<file path="src/rtl/exe_mul_stage.sv">
// exe_mul_stage: ALU/branch execute stage with an optional iterative shift-add multiplier.
//   Build option: define EXE_MUL_STAGE_MUL_EN to enable MUL/MLA; otherwise
//   1010/1011 behave as undefined codes and ready_out is tied high.
//   Ports:
//     CLK, RST (async, active-low)  clock and reset
//     valid_in / ready_out          op handshake, accepted when both high
//     flush                         cancels the in-flight op, blocks acceptance
//     EXE_CMD, S, SR_In             operation, flag-update enable, incoming {N,Z,C,V}
//     MEM_R_EN, MEM_W_EN            select 12-bit address offset as second operand
//     PC, Val_Rn, Val_Rm, Val_Ra    operands (Val_Ra is the MLA accumulator)
//     Shift_operand, imm            shifter / immediate encoding
//     Signed_EX_imm                 branch offset in words
//     valid_out, ALU_Result, Branch_Address, SR_Out, SR_WE  registered results
module exe_mul_stage #(
    parameter int WIDTH = 32,
    parameter int IMM_W = 24
) (
    input  logic             CLK,
    input  logic             RST,
    input  logic             valid_in,
    output logic             ready_out,
    input  logic             flush,
    input  logic [3:0]       EXE_CMD,
    input  logic             S,
    input  logic [3:0]       SR_In,
    input  logic             MEM_R_EN,
    input  logic             MEM_W_EN,
    input  logic [WIDTH-1:0] PC,
    input  logic [WIDTH-1:0] Val_Rn,
    input  logic [WIDTH-1:0] Val_Rm,
    input  logic [WIDTH-1:0] Val_Ra,
    input  logic [11:0]      Shift_operand,
    input  logic             imm,
    input  logic [IMM_W-1:0] Signed_EX_imm,
    output logic             valid_out,
    output logic [WIDTH-1:0] ALU_Result,
    output logic [WIDTH-1:0] Branch_Address,
    output logic [3:0]       SR_Out,
    output logic             SR_WE
);

    function automatic logic [WIDTH-1:0] ror(input logic [WIDTH-1:0] x, input int unsigned n);
        logic [2*WIDTH-1:0] d;
        d = {x, x} >> (n % WIDTH);
        return d[WIDTH-1:0];
    endfunction

    logic [4:0]              w_sh;
    logic signed [WIDTH-1:0] w_asr;
    logic [WIDTH-1:0]        w_shifted;
    logic [WIDTH-1:0]        w_val2;
    logic [WIDTH-1:0]        w_ba;
    logic                    w_sub;
    logic                    w_cin;
    logic [WIDTH-1:0]        w_bop;
    logic [WIDTH:0]          w_sum;
    logic                    w_v;
    logic [WIDTH-1:0]        w_res;
    logic [3:0]              w_flags;
    logic                    w_is_mul;
    logic                    w_fire;
    logic                    w_done;
    logic                    w_done_s;
    logic [WIDTH-1:0]        w_done_res;
    logic [WIDTH-1:0]        w_done_ba;
    logic [3:0]              w_done_flags;

    assign w_sh  = Shift_operand[11:7];
    // Kept as its own signed net so the shift stays arithmetic.
    assign w_asr = $signed(Val_Rm) >>> w_sh;

    assign w_shifted = (Shift_operand[6:5] == 2'b00) ? Val_Rm << w_sh :
                       (Shift_operand[6:5] == 2'b01) ? Val_Rm >> w_sh :
                       (Shift_operand[6:5] == 2'b10) ? w_asr :
                                                       ror(Val_Rm, 32'(w_sh));

    assign w_val2 = imm                   ? ror(WIDTH'(Shift_operand[7:0]), 32'(Shift_operand[11:8]) * 2) :
                    (MEM_R_EN | MEM_W_EN) ? WIDTH'(Shift_operand) :
                                            w_shifted;

    assign w_ba = PC + ({{(WIDTH-IMM_W){Signed_EX_imm[IMM_W-1]}}, Signed_EX_imm} << 2);

    // Subtraction is a + ~b + carry-in, so C comes out as "no borrow".
    assign w_sub = EXE_CMD inside {4'b0100, 4'b0101};
    assign w_cin = (EXE_CMD inside {4'b0011, 4'b0101}) ? SR_In[1] : (EXE_CMD == 4'b0100);
    assign w_bop = w_sub ? ~w_val2 : w_val2;
    assign w_sum = {1'b0, Val_Rn} + {1'b0, w_bop} + (WIDTH+1)'(w_cin);
    assign w_v   = (Val_Rn[WIDTH-1] == w_bop[WIDTH-1]) && (w_sum[WIDTH-1] != Val_Rn[WIDTH-1]);

    always_comb begin
        w_res = '0;
        case (EXE_CMD)
            4'b0001: w_res = w_val2;
            4'b1001: w_res = ~w_val2;
            4'b0010, 4'b0011, 4'b0100, 4'b0101: w_res = w_sum[WIDTH-1:0];
            4'b0110: w_res = Val_Rn & w_val2;
            4'b0111: w_res = Val_Rn | w_val2;
            4'b1000: w_res = Val_Rn ^ w_val2;
            default: w_res = '0;
        endcase
    end

    assign w_flags = (EXE_CMD inside {[4'd2:4'd5]})           ? {w_res[WIDTH-1], w_res == '0, w_sum[WIDTH], w_v} :
                     (EXE_CMD inside {4'd1, [4'd6:4'd9]})     ? {w_res[WIDTH-1], w_res == '0, SR_In[1:0]} :
                                                                SR_In;

`ifdef EXE_MUL_STAGE_MUL_EN
    localparam logic [1:0] S_IDLE = 2'd0;
    localparam logic [1:0] S_MUL  = 2'd1;
    localparam logic [1:0] S_DONE = 2'd2;
    localparam int         CW     = $clog2(WIDTH);

    logic [1:0]       r_state;
    logic [CW-1:0]    r_cnt;
    logic [WIDTH-1:0] r_acc;
    logic [WIDTH-1:0] r_mcand;
    logic [WIDTH-1:0] r_mplier;
    logic             r_s;
    logic [1:0]       r_cv;
    logic [WIDTH-1:0] r_ba;

    assign ready_out    = (r_state == S_IDLE);
    assign w_is_mul     = (EXE_CMD[3:1] == 3'b101);
    assign w_done       = (r_state == S_DONE) && !flush;
    assign w_done_s     = r_s;
    assign w_done_res   = r_acc;
    assign w_done_ba    = r_ba;
    assign w_done_flags = {r_acc[WIDTH-1], r_acc == '0, r_cv};

    // One multiplier bit per cycle: add the shifted multiplicand when the low bit is set.
    always_ff @(posedge CLK or negedge RST) begin
        if (!RST) begin
            r_state  <= S_IDLE;
            r_cnt    <= '0;
            r_acc    <= '0;
            r_mcand  <= '0;
            r_mplier <= '0;
            r_s      <= 1'b0;
            r_cv     <= '0;
            r_ba     <= '0;
        end else if (flush) begin
            r_state <= S_IDLE;
        end else if (r_state == S_IDLE) begin
            if (valid_in && w_is_mul) begin
                r_state  <= S_MUL;
                r_cnt    <= '0;
                r_acc    <= EXE_CMD[0] ? Val_Ra : '0;
                r_mcand  <= Val_Rn;
                r_mplier <= w_val2;
                r_s      <= S;
                r_cv     <= SR_In[1:0];
                r_ba     <= w_ba;
            end
        end else if (r_state == S_MUL) begin
            if (r_mplier[0])
                r_acc <= r_acc + r_mcand;
            r_mcand  <= r_mcand << 1;
            r_mplier <= r_mplier >> 1;
            r_cnt    <= r_cnt + 1'b1;
            if (r_cnt == CW'(WIDTH-1))
                r_state <= S_DONE;
        end else begin
            r_state <= S_IDLE;
        end
    end
`else
    logic w_unused;

    assign w_unused     = ^Val_Ra;
    assign ready_out    = 1'b1;
    assign w_is_mul     = 1'b0;
    assign w_done       = 1'b0;
    assign w_done_s     = 1'b0;
    assign w_done_res   = '0;
    assign w_done_ba    = '0;
    assign w_done_flags = '0;
`endif

    assign w_fire = valid_in && ready_out && !flush && !w_is_mul;

    always_ff @(posedge CLK or negedge RST) begin
        if (!RST) begin
            valid_out      <= 1'b0;
            SR_WE          <= 1'b0;
            ALU_Result     <= '0;
            Branch_Address <= '0;
            SR_Out         <= '0;
        end else begin
            valid_out <= w_fire || w_done;
            SR_WE     <= (w_fire && S) || (w_done && w_done_s);
            if (w_fire) begin
                ALU_Result     <= w_res;
                Branch_Address <= w_ba;
            end else if (w_done) begin
                ALU_Result     <= w_done_res;
                Branch_Address <= w_done_ba;
            end
            if (w_fire && S)
                SR_Out <= w_flags;
            else if (w_done && w_done_s)
                SR_Out <= w_done_flags;
        end
    end

endmodule

</file>
<file path="config.mk">
export PLATFORM = sky130hd
export DESIGN_NAME = exe_mul_stage
export DESIGN_NICKNAME = d
export VERILOG_FILES = /design/src/rtl/exe_mul_stage.sv
export SDC_FILE = /design/constraint.sdc
export NUM_CORES = 1
export LEC_CHECK = 0
export ABC_CLOCK_PERIOD_IN_PS = 1650
export BUFFER_PORTS_ARGS = -buffer_cell sky130_fd_sc_hd__buf_2
export CAP_MARGIN = 25
export CORE_MARGIN = 2
export CORE_UTILIZATION = 40
export DETAILED_ROUTE_END_ITERATION = 16
export SLEW_MARGIN = 25
export SYNTH_ARGS = -nofsm -noshare
export SYNTH_HDL_FRONTEND = slang
export SYNTH_SLANG_ARGS = --single-unit
</file>
<file path="constraint.sdc">
create_clock -name CLK -period 1.65 [get_ports CLK]
set_input_delay 0.2475 -clock CLK [delete_from_list [all_inputs] [get_ports CLK]]
set_output_delay 0.2475 -clock CLK [all_outputs]
set_load 0.1 [all_outputs]
</file>
* Yosys cells after proc, flatten, opt, wreduce, memory -nomap -nowiden
Index checks and enable logic that the tools add are counted.
** Operators by class
- Add/subtract/negate cells :: 3
- $mul :: 0
- Divide/modulo/power cells :: 0
- $lt $le $gt $ge :: 4
- Equal/unequal tests :: 13
- Shifts and indexed selects :: 5
- Muxes and demuxes :: 10
- Bitwise gates (word level) :: 5
- Reductions and logical operators :: 12
** Operator list (number)
- $mux W32 :: 6
- $pmux W32 S6 :: 1
- $shr A64 B5 Y32 :: 1
- $shr A40 B5 Y32 :: 1
- $add A32 B32 Y33 :: 1
- $add A33 B1 Y33 :: 1
- $add A32 B32 Y32 :: 1
- $and A32 B32 Y32 :: 1
- $logic_not A32 Y1 :: 1
- $not A32 Y32 :: 1
- $or A32 B32 Y32 :: 1
- $shl A32 B5 Y32 :: 1
- $shr A32 B5 Y32 :: 1
- $sshr A32 B5 Y32 :: 1
- $xor A32 B32 Y32 :: 1
- $eq A4 B3 Y1 const B :: 4
- $eq A4 B2 Y1 const B :: 2
- $eq A4 B4 Y1 const B :: 2
- $mux W4 :: 2
- $reduce_bool A2 Y1 :: 3
- $logic_and A1 B1 Y1 :: 5
- $eq A4 B1 Y1 const B :: 1
- $ge A4 B2 Y1 const B :: 1
- $ge A4 B3 Y1 const B :: 1
- other kinds (11) :: 11
** Word-level totals
- Flip-flop bits (word level) :: 70
- Bits in latches :: 0
- Bits in writable memories :: 0
- Memory bits (read-only) :: 0
- Input bits :: 180
- Output and inout bits :: 71
- Memories kept :: 0

* Longest topological paths before layout
Gate-level depths: netlist (run 1).
- Depth in word-level cells :: 14
- Gate-level depth with buffers :: 25
- Mapped depth without buffers :: 21

* Least setup slack after synthesis (run 1)
OpenSTA, ideal clock, no wires.
- Path kind :: input to register
- Start :: in Shift_operand[5]
- End :: reg SR_Out[2]
- Library setup time :: 0.068 ns
- Data arrival time :: 4.938 ns
- Data required time :: 1.582 ns
- Path slack :: -3.356 ns
- Cell stages on the path :: 23
- Path through :: clkbuf_1 -> nand2b_1 -> clkbuf_1 -> clkbuf_1 -> clkbuf_1 -> nand3_1 -> a211oi_1 -> nor3_1 -> a21oi_1 -> xnor2_1 -> ha_1 -> o21ai_0 -> o21bai_1 -> o2111ai_1 -> a2111oi_2 -> o21bai_1 -> a31oi_1 -> mux2i_1 -> or3_1 -> a2111oi_0 -> and4_1 -> nand4_1 -> nand2_1
** Between the ends
- Longest elaborated chain between the ends :: 14
- Elaborated cells between the ends (all ways) :: 20
- Those cells by class :: add/sub: 2; eq/ne: 2; shift: 1; mux: 9; bitwise: 4; reduce/logical: 2
** Ends and longest elaborated chain
- start, declared :: line 32 : input logic [11:0] Shift_operand,
- $eq A2 B2 Y1 :: line 74 : (Shift_operand[6:5] == 2'b10) ? w_asr :
- $mux W32 :: line 74
- $mux W32 :: line 73 : (Shift_operand[6:5] == 2'b01) ? Val_Rm >> w_sh :
- $mux W32 :: line 72 : assign w_shifted = (Shift_operand[6:5] == 2'b00) ? Val_Rm << w_sh :
- $mux W32 :: line 78 : (MEM_R_EN | MEM_W_EN) ? WIDTH'(Shift_operand) :
- $mux W32 * :: line 77 : assign w_val2 = imm ? ror(WIDTH'(Shift_operand[7:0]), 32'(Shift_operand[11:8]) * 2) :
- $not A32 Y32 :: line 86, 94
- $mux W32 :: line 86 : assign w_bop = w_sub ? ~w_val2 : w_val2;
- $add A32 B32 Y33 :: line 87 : assign w_sum = {1'b0, Val_Rn} + {1'b0, w_bop} + (WIDTH+1)'(w_cin);
- $add A33 B1 Y33 :: line 87
- $pmux W32 S6 * :: line 92 : case (EXE_CMD)
- $logic_not A32 Y1 * :: line 103, 104
- $mux W4 :: line 104 : (EXE_CMD inside {4'd1, [4'd6:4'd9]}) ? {w_res[WIDTH-1], w_res == '0, SR_In[1:0]} :
- $mux W4 * :: line 103 : assign w_flags = (EXE_CMD inside {[4'd2:4'd5]}) ? {w_res[WIDTH-1], w_res == '0, w_sum[WIDTH], w_v} :
- end signal, assigned :: line 199 : SR_Out <= w_flags;
- end signal, assigned :: line 201 : SR_Out <= w_done_flags;
- end, declared :: line 38 : output logic [3:0] SR_Out,
Mark *: on every way between the ends. The rest lies on a longest branch, timed or not.
A chain may end at the register's enable or synchronous reset.

* Final worst setup path (run 1)
- Start :: in Shift_operand[7]
- End :: reg SR_Out[2]
** Between the ends
- Longest elaborated chain between the ends :: 14
- Elaborated cells between the ends (all ways) :: 21
- Those cells by class :: add/sub: 2; shift: 5; mux: 9; bitwise: 4; reduce/logical: 1
** Ends and longest elaborated chain (line)
- $shr A64 B5 Y32 / $sshr A32 B5 Y32 (equally long branches) :: 44, 70
- $mux W32 :: 74
- $mux W32 :: 73
- $mux W32 :: 72
- $mux W32 :: 78
- $mux W32 * :: 77
- $not A32 Y32 :: 86, 94
- $mux W32 :: 86
- $add A32 B32 Y33 :: 87
- $add A33 B1 Y33 :: 87
- $pmux W32 S6 * :: 92
- $logic_not A32 Y1 * :: 103, 104
- $mux W4 :: 104
- $mux W4 * :: 103
Marks and branches as above.

==> impl_summary.md, run 1 <==
Global routing
The overflow left after global routing is 0. The first global-routing pass estimated 123300 um of wire. The initial antenna violation count is 1. The number of global-route vias before repair is around 20k.

The overall routing resource usage is 41.77%. Entering global routing, the biggest net connects 109 pins.

Setup path
STA classifies the critical path endpoint as a flop. On the worst path, the slowest cell contributes a delay of a little over 0.6 ns. The worst register-to-register path begins at ALU_Result[25]. The critical path startpoint category is an input port. The largest fanout of any net on the critical path is 8. In this design, the largest share of critical-path delay is due to compound AO/OA/AOI/OAI gates. The depth of the worst register-to-register path is 1. The most critical setup path has its endpoint at SR_Out[2]. For the worst setup path, the data arrival time is 5.23 ns.

The register-to-register setup slack is 0.90 ns. The worst-path cell with the longest stage delay is mux4_2. Walking the worst path, the cells encountered are buf_12, buf_12, mux4_2, and2_4, a311oi_4, o32a_1, a221oi_4, nor4_4, xnor2_1, ha_1, o211ai_1, o21bai_1, or4_1, o211ai_1, xor2_1, o221ai_2, a211o_1, nor4_4, o2111ai_1, a21oi_1, buf_4, nand4_1, nand2_1.

In this run the worst setup path begins at Shift_operand[7]. The endpoint of the worst register-to-register path is ALU_Result[25]. At the worst endpoint, the required time is 1.92 ns. Together, buffers and inverters on the worst path number 3. The critical path class is input port to flop. The depth of the critical timing path with buffers and inverters included is 23.

Layout
Counting the fill cells in the layout gives 3036. The net count of the finished layout is around 3.1k. The post-layout instance count excluding filler cells is roughly 3.4k. Measured on the finished design, the core utilization comes to 67.27%. Cells with a size suffix above 1 make up between 50 and 60% of the layout. Compared with the post-synthesis result, the final layout area differs by 66.56%.

STA
The shortest clock period the worst path allows after layout is about 5.0 ns. Setup repair after global routing could not meet its margin everywhere. The final number of max-transition violations is 0. The final hold violation count came to 0.

In this run the tightest slew margin relative to its limit is 45.72%. Clock skew on the completed layout was measured at 0 ns. The maximum clock rate is about 200 MHz. The number of setup violations in the final report is 58.

For the pin with the worst max-slew slack, the measured transition is between 0.8 and 0.9 ns. The post-route clock period utilization is 300.8%. The least setup slack across all paths after layout is -3.314 ns.

Logic synthesis
The cell count after synthesis came out at ~1.9k. The compound-gate portion of the synthesized area is a little over a quarter. After synthesis, flip-flops and latches occupy between 10% and 20% of the total area. Synthesis produced a netlist with a net count of around 2.3k.

The count of flip-flops with a built-in enable after synthesis is 0. The netlist area before placement is about 15000 um^2. The synthesized design contains 70 register bits. During synthesis, Yosys emitted a total of 0 warnings.

The multiplexer share of the synthesized area is 19.47%. Of the total synthesized cell area, the portion taken by AND, OR, NAND and NOR gates is between 10% and 20%. The dominant combinational cell family by area after synthesis is compound AO/OA/AOI/OAI gates. The average cell area after synthesis is 7.772 um^2. The commonest cells after synthesis are nand2_1, o21ai_0, nor2_1, ha_1, a21oi_1. By area the synthesized netlist is led by mux4_2, dfrtp_1, ha_1. The top cell type by area accounts for 11.90% of the synthesized area. The dominant cell by count in the synthesized netlist is nand2_1. Summing the areas of all fa, ha and maj instances in the mapped netlist gives about a tenth of the synthesized area. In the synthesized netlist the async set-or-reset flop fraction comes to 100.0%. The synthesized design spends more area on one cell type than any other, namely mux4_2. The xor-xnor portion of the synthesized cell area is approximately 6.0%. After synthesis, the netlist uses 99 different library cells. The primary flip-flop cell chosen by synthesis mapping is dfrtp_1.

Clock tree
The clock latency on the worst-skew pair is 0.33 ns. Clock-pin slew was measured on the worst setup and hold paths at approximately 0.060 ns. Clock tree synthesis selected as its root buffer the cell clkbuf_16. TritonCTS built the clock tree. The tree built by TritonCTS fans out to 70 sinks.

Buffers inserted during clock tree synthesis total 9. The maximum clock path buffer count is 2. In this run the number of H-tree levels came out at 3.

Floorplanning
The core region area is between 30000 and 40000 um^2. The initial standard-cell utilization of the core is 40.38%. 251 I/O pins were placed. The floorplan step set the die width to slightly below 200 um.

In this run the core area contains 71 standard-cell rows. The overall die area is 39420 um^2. The floorplan step set the die height to 198.5 um.

Power and ir drop
The peak supply drop is 0.5617 mV. The total power is 17.09 mW. The net switching power is 8.928 mW. The internal power of the cells totals 8.165 mW. The clock network is responsible for 10.6% of the overall power. The total power divided by cell area is 677.9 nW/um^2. In this run, the combinational gates consume 76.4% of the power.

The share of total power dissipated in sequential elements is about an eighth. Of the total power, the share spent switching nets is 52.23%. The static power due to leakage is around 12 nW.

Worst hold path
The worst hold path class is input port to flop. The worst hold path passes through 3 cells.

Drt
The initial DRC count is 1857. The number of routed nets with antenna violations is 0. Before antenna repair, the detailed router went through 8 iterations. The number of remaining DRC errors is 0. The via density per instance is 6.150.

The routed length per placed instance is 25.58 um. The via count is 20.63k. The final wirelength is 85790 um.

Outcome
The run finished, with violations left. The checks that failed: setup timing.

Placement
Prior to clock tree synthesis, the placed netlist has a worst setup slack of -3.804 ns. Summed over all nets, the half-perimeter wirelength after detailed placement is 67690 um. Input and output buffers added on the ports amount to 217. The number of instances in the placed design is 3262. The final RePlAce weighted congestion is roughly 1.1.

Flow run
The number of maximum-capacitance constraint violations is 0.
worst min path at each step:
stage	startpoint	endpoint	slack, ns
5_1_grt	PC[1]	Branch_Address[1]	0.14
3_5_place_dp	RST	ALU_Result[11]	0.22
6_report	PC[1]	Branch_Address[1]	0.12
3_3_place_gp	RST	ALU_Result[11]	0.22
2_1_floorplan	RST	ALU_Result[0]	-0.05
4_1_cts	PC[0]	Branch_Address[0]	0.11
registers in the layout, summed over array words and instances (netlist names):
| name | cells |
|---|---|
| SR_Out | 4 |
| SR_WE | 1 |
| Branch_Address | 32 |
| ALU_Result | 32 |
| valid_out | 1 |
timing repair:
action | 4_1_cts | 5_1_grt
endpoints found under the setup margin | 55 | 57
buffers inserted | 68 | 37
hold endpoints to repair | 31 | 0
resized for setup | 289 | 140
pin swaps | 148 | 123
hold buffers | 1 | 0
gates cloned | 4 | 0
metal layers:
layer | GRT usage (%) | wire length [um]
met3 | 6.579 | 6587
met5 | 0 | 0
met1 | 46.77 | 30870
met4 | 30.96 | 7871
met2 | 71.92 | 40460
metrics by stage:
step / area, um^2 / hold slack, ns / TNS (ns)
floorplan: 15640 / -0.04809 / -86.65
global placement: 22370 / 0.2219 / -129.28
detailed placement: 22370 / 0.2196 / -131.41
CTS: 24400 / 0.1066 / -98.76
global route: 25220 / 0.1378 / -111.34
finish: 25220 / 0.1192 / -105.28
cells in the final DEF (no fill, tap or decap), types with 28 or more instances in the layout:
master / n
nor2_1: 134
dfrtp_1: 70
nand3_1: 34
o21ai_2: 40
o21ai_1: 46
a21oi_2: 30
mux4_2: 81
ha_1: 106
inv_1: 92
nor3_1: 34
nand2_1: 233
o21ai_0: 82
buf_2: 197
xor2_1: 28
buf_4: 740
xnor2_1: 53
buf_6: 71
a21oi_1: 72
mux2i_1: 63
cells by family (layout without fill, tap and decap cells):
family                     Yosys count  count (layout)
DFF                                 70              70
adders and majority gates          127             127
xor gates and xnor gates           104             104
and+or+nand+nor                    596             596
buffers and inverters              264            1158
AOI/OAI and AO/OA                  597             597
other                                1               2
muxes                              189             189
final cells by class:
class / count / area (um^2) / area share (%)
well taps: 511 / 639.4 / 2.535
inverters: 100 / 377.9 / 1.498
clock buffers: 9 / 225.2 / 0.8931
diodes: 1 / 2.502 / 0.009924
multi-input cells: 1614 / 14130 / 56.02
repair buffers: 1043 / 8054 / 31.94
flip-flops and latches: 70 / 1752 / 6.947
clock inverters: 6 / 38.79 / 0.1538
worst min-delay path, cell delays in order:
cell	delay [ns]
buf_2	0.07
nand2_1	0.04
nand2_1	0.05
power groups by stage:
stage               clock [mW]  sequential (mW)  combinational [mW]
floorplan                    0             4.68                4.22
global placement             0             2.24                11.1
detailed placement           0             2.25                11.2
CTS                       1.82             2.22                12.2
global route              1.91             2.26                13.6
finish                    1.82             2.22                13.1
No activity file was read; power rests on OpenSTA's default activity.
==> run 2, diff against run 1 <==
--- a/config.mk
+++ b/config.mk
@@ -5,11 +5,12 @@
 export SDC_FILE = /design/constraint.sdc
 export NUM_CORES = 1
 export LEC_CHECK = 0
-export ABC_CLOCK_PERIOD_IN_PS = 1650
+export ABC_CLOCK_PERIOD_IN_PS = 4070
 export BUFFER_PORTS_ARGS = -buffer_cell sky130_fd_sc_hd__buf_2
 export CAP_MARGIN = 25
 export CORE_MARGIN = 2
 export CORE_UTILIZATION = 40
+export CTS_CLUSTER_DIAMETER = 120
 export DETAILED_ROUTE_END_ITERATION = 16
 export SLEW_MARGIN = 25
 export SYNTH_ARGS = -nofsm -noshare
==> constraint.sdc (replaced) <==
create_clock -name CLK -period 4.07 [get_ports CLK]
set_input_delay 0.6105 -clock CLK [delete_from_list [all_inputs] [get_ports CLK]]
set_output_delay 0.6105 -clock CLK [all_outputs]
set_load 0.1 [all_outputs]
==> run 2 against run 1 <==
The run still ends with setup timing left. Worst hold slack better by 0.21 ns. Worst setup slack better by 2.0 ns. Clock power is 58% lower. Flip-flop and latch count stayed put. Non-clock buffer count is 111 lower. Sequential power is 59% lower. Clock skew stayed put. Design area is 6.8% lower. Combinational power is 62% lower. Clock-buffer cell count stayed put. Global-route usage is 1.8 points lower.
==> impl_summary.md, run 2 (synthesized netlist as in run 1, its figures left out) <==
Outcome
The flow ran to the end, but the final reports show violations. The final reports fail on setup timing.

Layout
The net count of the finished layout came to 3034 (-3.5%). The top cell types in the final layout, fill and taps aside, are buf_4, nand2_1, buf_2. The largest registers in the layout are ALU_Result: 32 flops, Branch_Address: 32 flops, SR_Out: 4 flops. The count of inserted antenna diode cells was 0 (-1).

Compared with the post-synthesis result, the final layout area differs by 55.28%. The share of cells above drive strength 1 came to 46.45% (-5.9 points). The library cell used most frequently in the layout, excluding fill and tap cells, is buf_4.

The end-of-flow core utilization is 62.71% (-4.6 points). The filler cell count in the final layout is 3322 (+9.4%).

Flow run
The number of maximum-capacitance constraint violations came to 0 (unchanged).

Global routing
The wire length of the first global-routing pass was 117600 um (-4.6%). The overall routing resource usage is 39.97% (-1.8 points). The maximum number of pins on one net before global-route repair is 109 (unchanged). The number of global-route vias before repair came to 19.03k (-5.8%).

The initial antenna violation count is 1 (unchanged). The overflow left after global routing is 0 (unchanged).

STA
The final clock skew is 0 ns (unchanged). After layout, the minimum clock period comes to 5.358 ns. The pin slew with the least headroom to its limit came to 0.9923 ns (+0.1780 ns). The worst path uses 131.6% of the clock period. The smallest hold slack is 0.3275 ns (+0.2083 ns). The final hold violation count is 0 (unchanged). Setup repair after global routing could not meet its margin everywhere. The number of setup violations in the final report was 31 (-47%). The final number of max-transition violations is 0 (unchanged). The least setup slack across all paths after layout was -1.288 ns (+2.026 ns). The headroom to the max-slew limit is 33.85% (-12 points). The maximum clock rate is 186.7 MHz.

Setup path
The worst setup path is of the input port to flop kind. Among cell families on the critical path, the largest total delay comes from compound AO/OA/AOI/OAI gates. The largest fanout of any net on the critical path is 6 (-2).

STA classifies the critical path startpoint as an input port. The signal arrival time at the worst endpoint is 5.64 ns (+0.41 ns). The critical path capture point type is a flop. The worst-path cell with the longest stage delay is mux4_2. The peak per-stage delay on the critical path is 0.55 ns (-0.07 ns). The cell that appears most often on the critical path is buf_4. The number of buffer and inverter instances along the worst setup path is 8 (+5). The required time of the critical path came to 4.35 ns (+2.43 ns).

Worst hold path
The worst hold path class is input port to asynchronous set/reset pin.

Drt
The number of routed nets with antenna violations is 0 (unchanged). The number of detailed-route iterations in the first pass is 6 (-2). The routed length per placed instance is 25.10 um (-1.8%). The initial DRC count was 1767 (-4.8%). The via density per instance is 6.021 (-2.1%). The final wirelength is 81410 um (-5.1%). The number of remaining DRC errors is 0 (unchanged).

The via count came to 19.53k (-5.3%).

Clock tree
The number of buffers added to fix hold violations after cts was 0 (-1). Clock tree synthesis selected as its root buffer the cell clkbuf_16. The CTS buffer count came to 9 (unchanged). The number of clock sinks was 70 (unchanged). The CTS H-tree depth is 3 (unchanged). The clock-pin slew on the worst setup and hold paths was 0.07 ns (about the same). The CTS tree is done. The clock latency on the worst-skew pair came to 0.34 ns (about the same).

The maximum clock path buffer count is 2 (unchanged).

Floorplanning
The overall die area is 39420 um^2 (unchanged). The number of rows created at floorplan was 71 (unchanged). The overall die width is 198.5 um (unchanged). The initial standard-cell utilization of the core is 40.38% (unchanged).

The core region area is 37490 um^2 (unchanged). The count of boundary I/O pins came to 251 (unchanged). The die boundary height was 198.5 um (unchanged).

Power and ir drop
The total power divided by cell area was 281.4 nW/um^2 (-58%). The peak supply drop came to 0.2384 mV (-58%). The static power due to leakage is 11.07 nW (-6.3%).

Placement
The number of port buffers is 217 (unchanged). The placed wire-length estimate after detailed placement is 64700 um (-4.4%). The worst setup slack after placement is -1.879 ns (+1.925 ns). The final RePlAce weighted congestion is 1.080 (+0.61%).
-- run 2: cell types whose count changed in the layout (fill, tap and decap cells not counted), sizes merged, moves of 2 or more --
cell	before	now
clkbuf	9	11
buf	1041	928
clkinv	4	2
inv	100	102
-- run 2: cell type report --
type,count,area (um^2),area share (%)
clock buffer,9,225.2,0.9580
inverter,100,381.6,1.623
clock inverter,7,63.81,0.2714
sequential,70,1752,7.451
timing repair buffer,932,7056,30.01
tap,511,639.4,2.720
multi-input combinational,1614,13390,56.96
-- run 2: report_power, final --
group	leakage (nW)	switching, mW	internal (mW)
clock network	0.136	0.342	0.426
logic	10.1	3.06	1.89
registers	0.879	0.0717	0.830
-- run 2: per-layer routing --
metal | share of wire, % | routed length [um] | GRT usage, % | vias to the layer above
li1 | - | - | - | 8803
met1 | 37 | 30370 | 47.12 | 9336
met2 | 47 | 38270 | 68.46 | 1077
met3 | 6.8 | 5552 | 4.561 | 309
met4 | 8.9 | 7208 | 27.03 | 2
met5 | 0.015 | 12 | 0 | -
-- run 2: repair_timing --
action                                  4_1_cts  5_1_grt
setup buffers                                63       40
gates resized for setup                     176      118
pin swaps                                    81       68
cloned                                        4        2
endpoints found under the setup margin       31       33
-- run 2: metrics by stage --
stage	TNS, ns	power [mW]	std cells	cell area, um^2
5_1_grt	-27.75	6.906	3243	23510
4_1_cts	-19.49	6.294	3208	22660
6_report	-25.03	6.614	3243	23510
3_5_place_dp	-41.98	5.227	3134	21060
3_3_place_gp	-39.18	5.176	3134	21060
2_1_floorplan	-9.086	3.564	1948	15390
-- run 2: final timing paths --
check                                   start            endpoint  slack (ns)  cells after the start
min in group CLK                        PC[1]   Branch_Address[1]        0.47                      3
max in group asynchronous                 RST  Branch_Address[20]        2.74                      2
max                          Shift_operand[8]           SR_Out[2]       -1.29                     26
max reg2reg                 Branch_Address[6]   Branch_Address[6]        3.32                      1
min reg2reg                Branch_Address[25]  Branch_Address[25]        0.47                      2
min                                       RST      ALU_Result[11]        0.33                      1
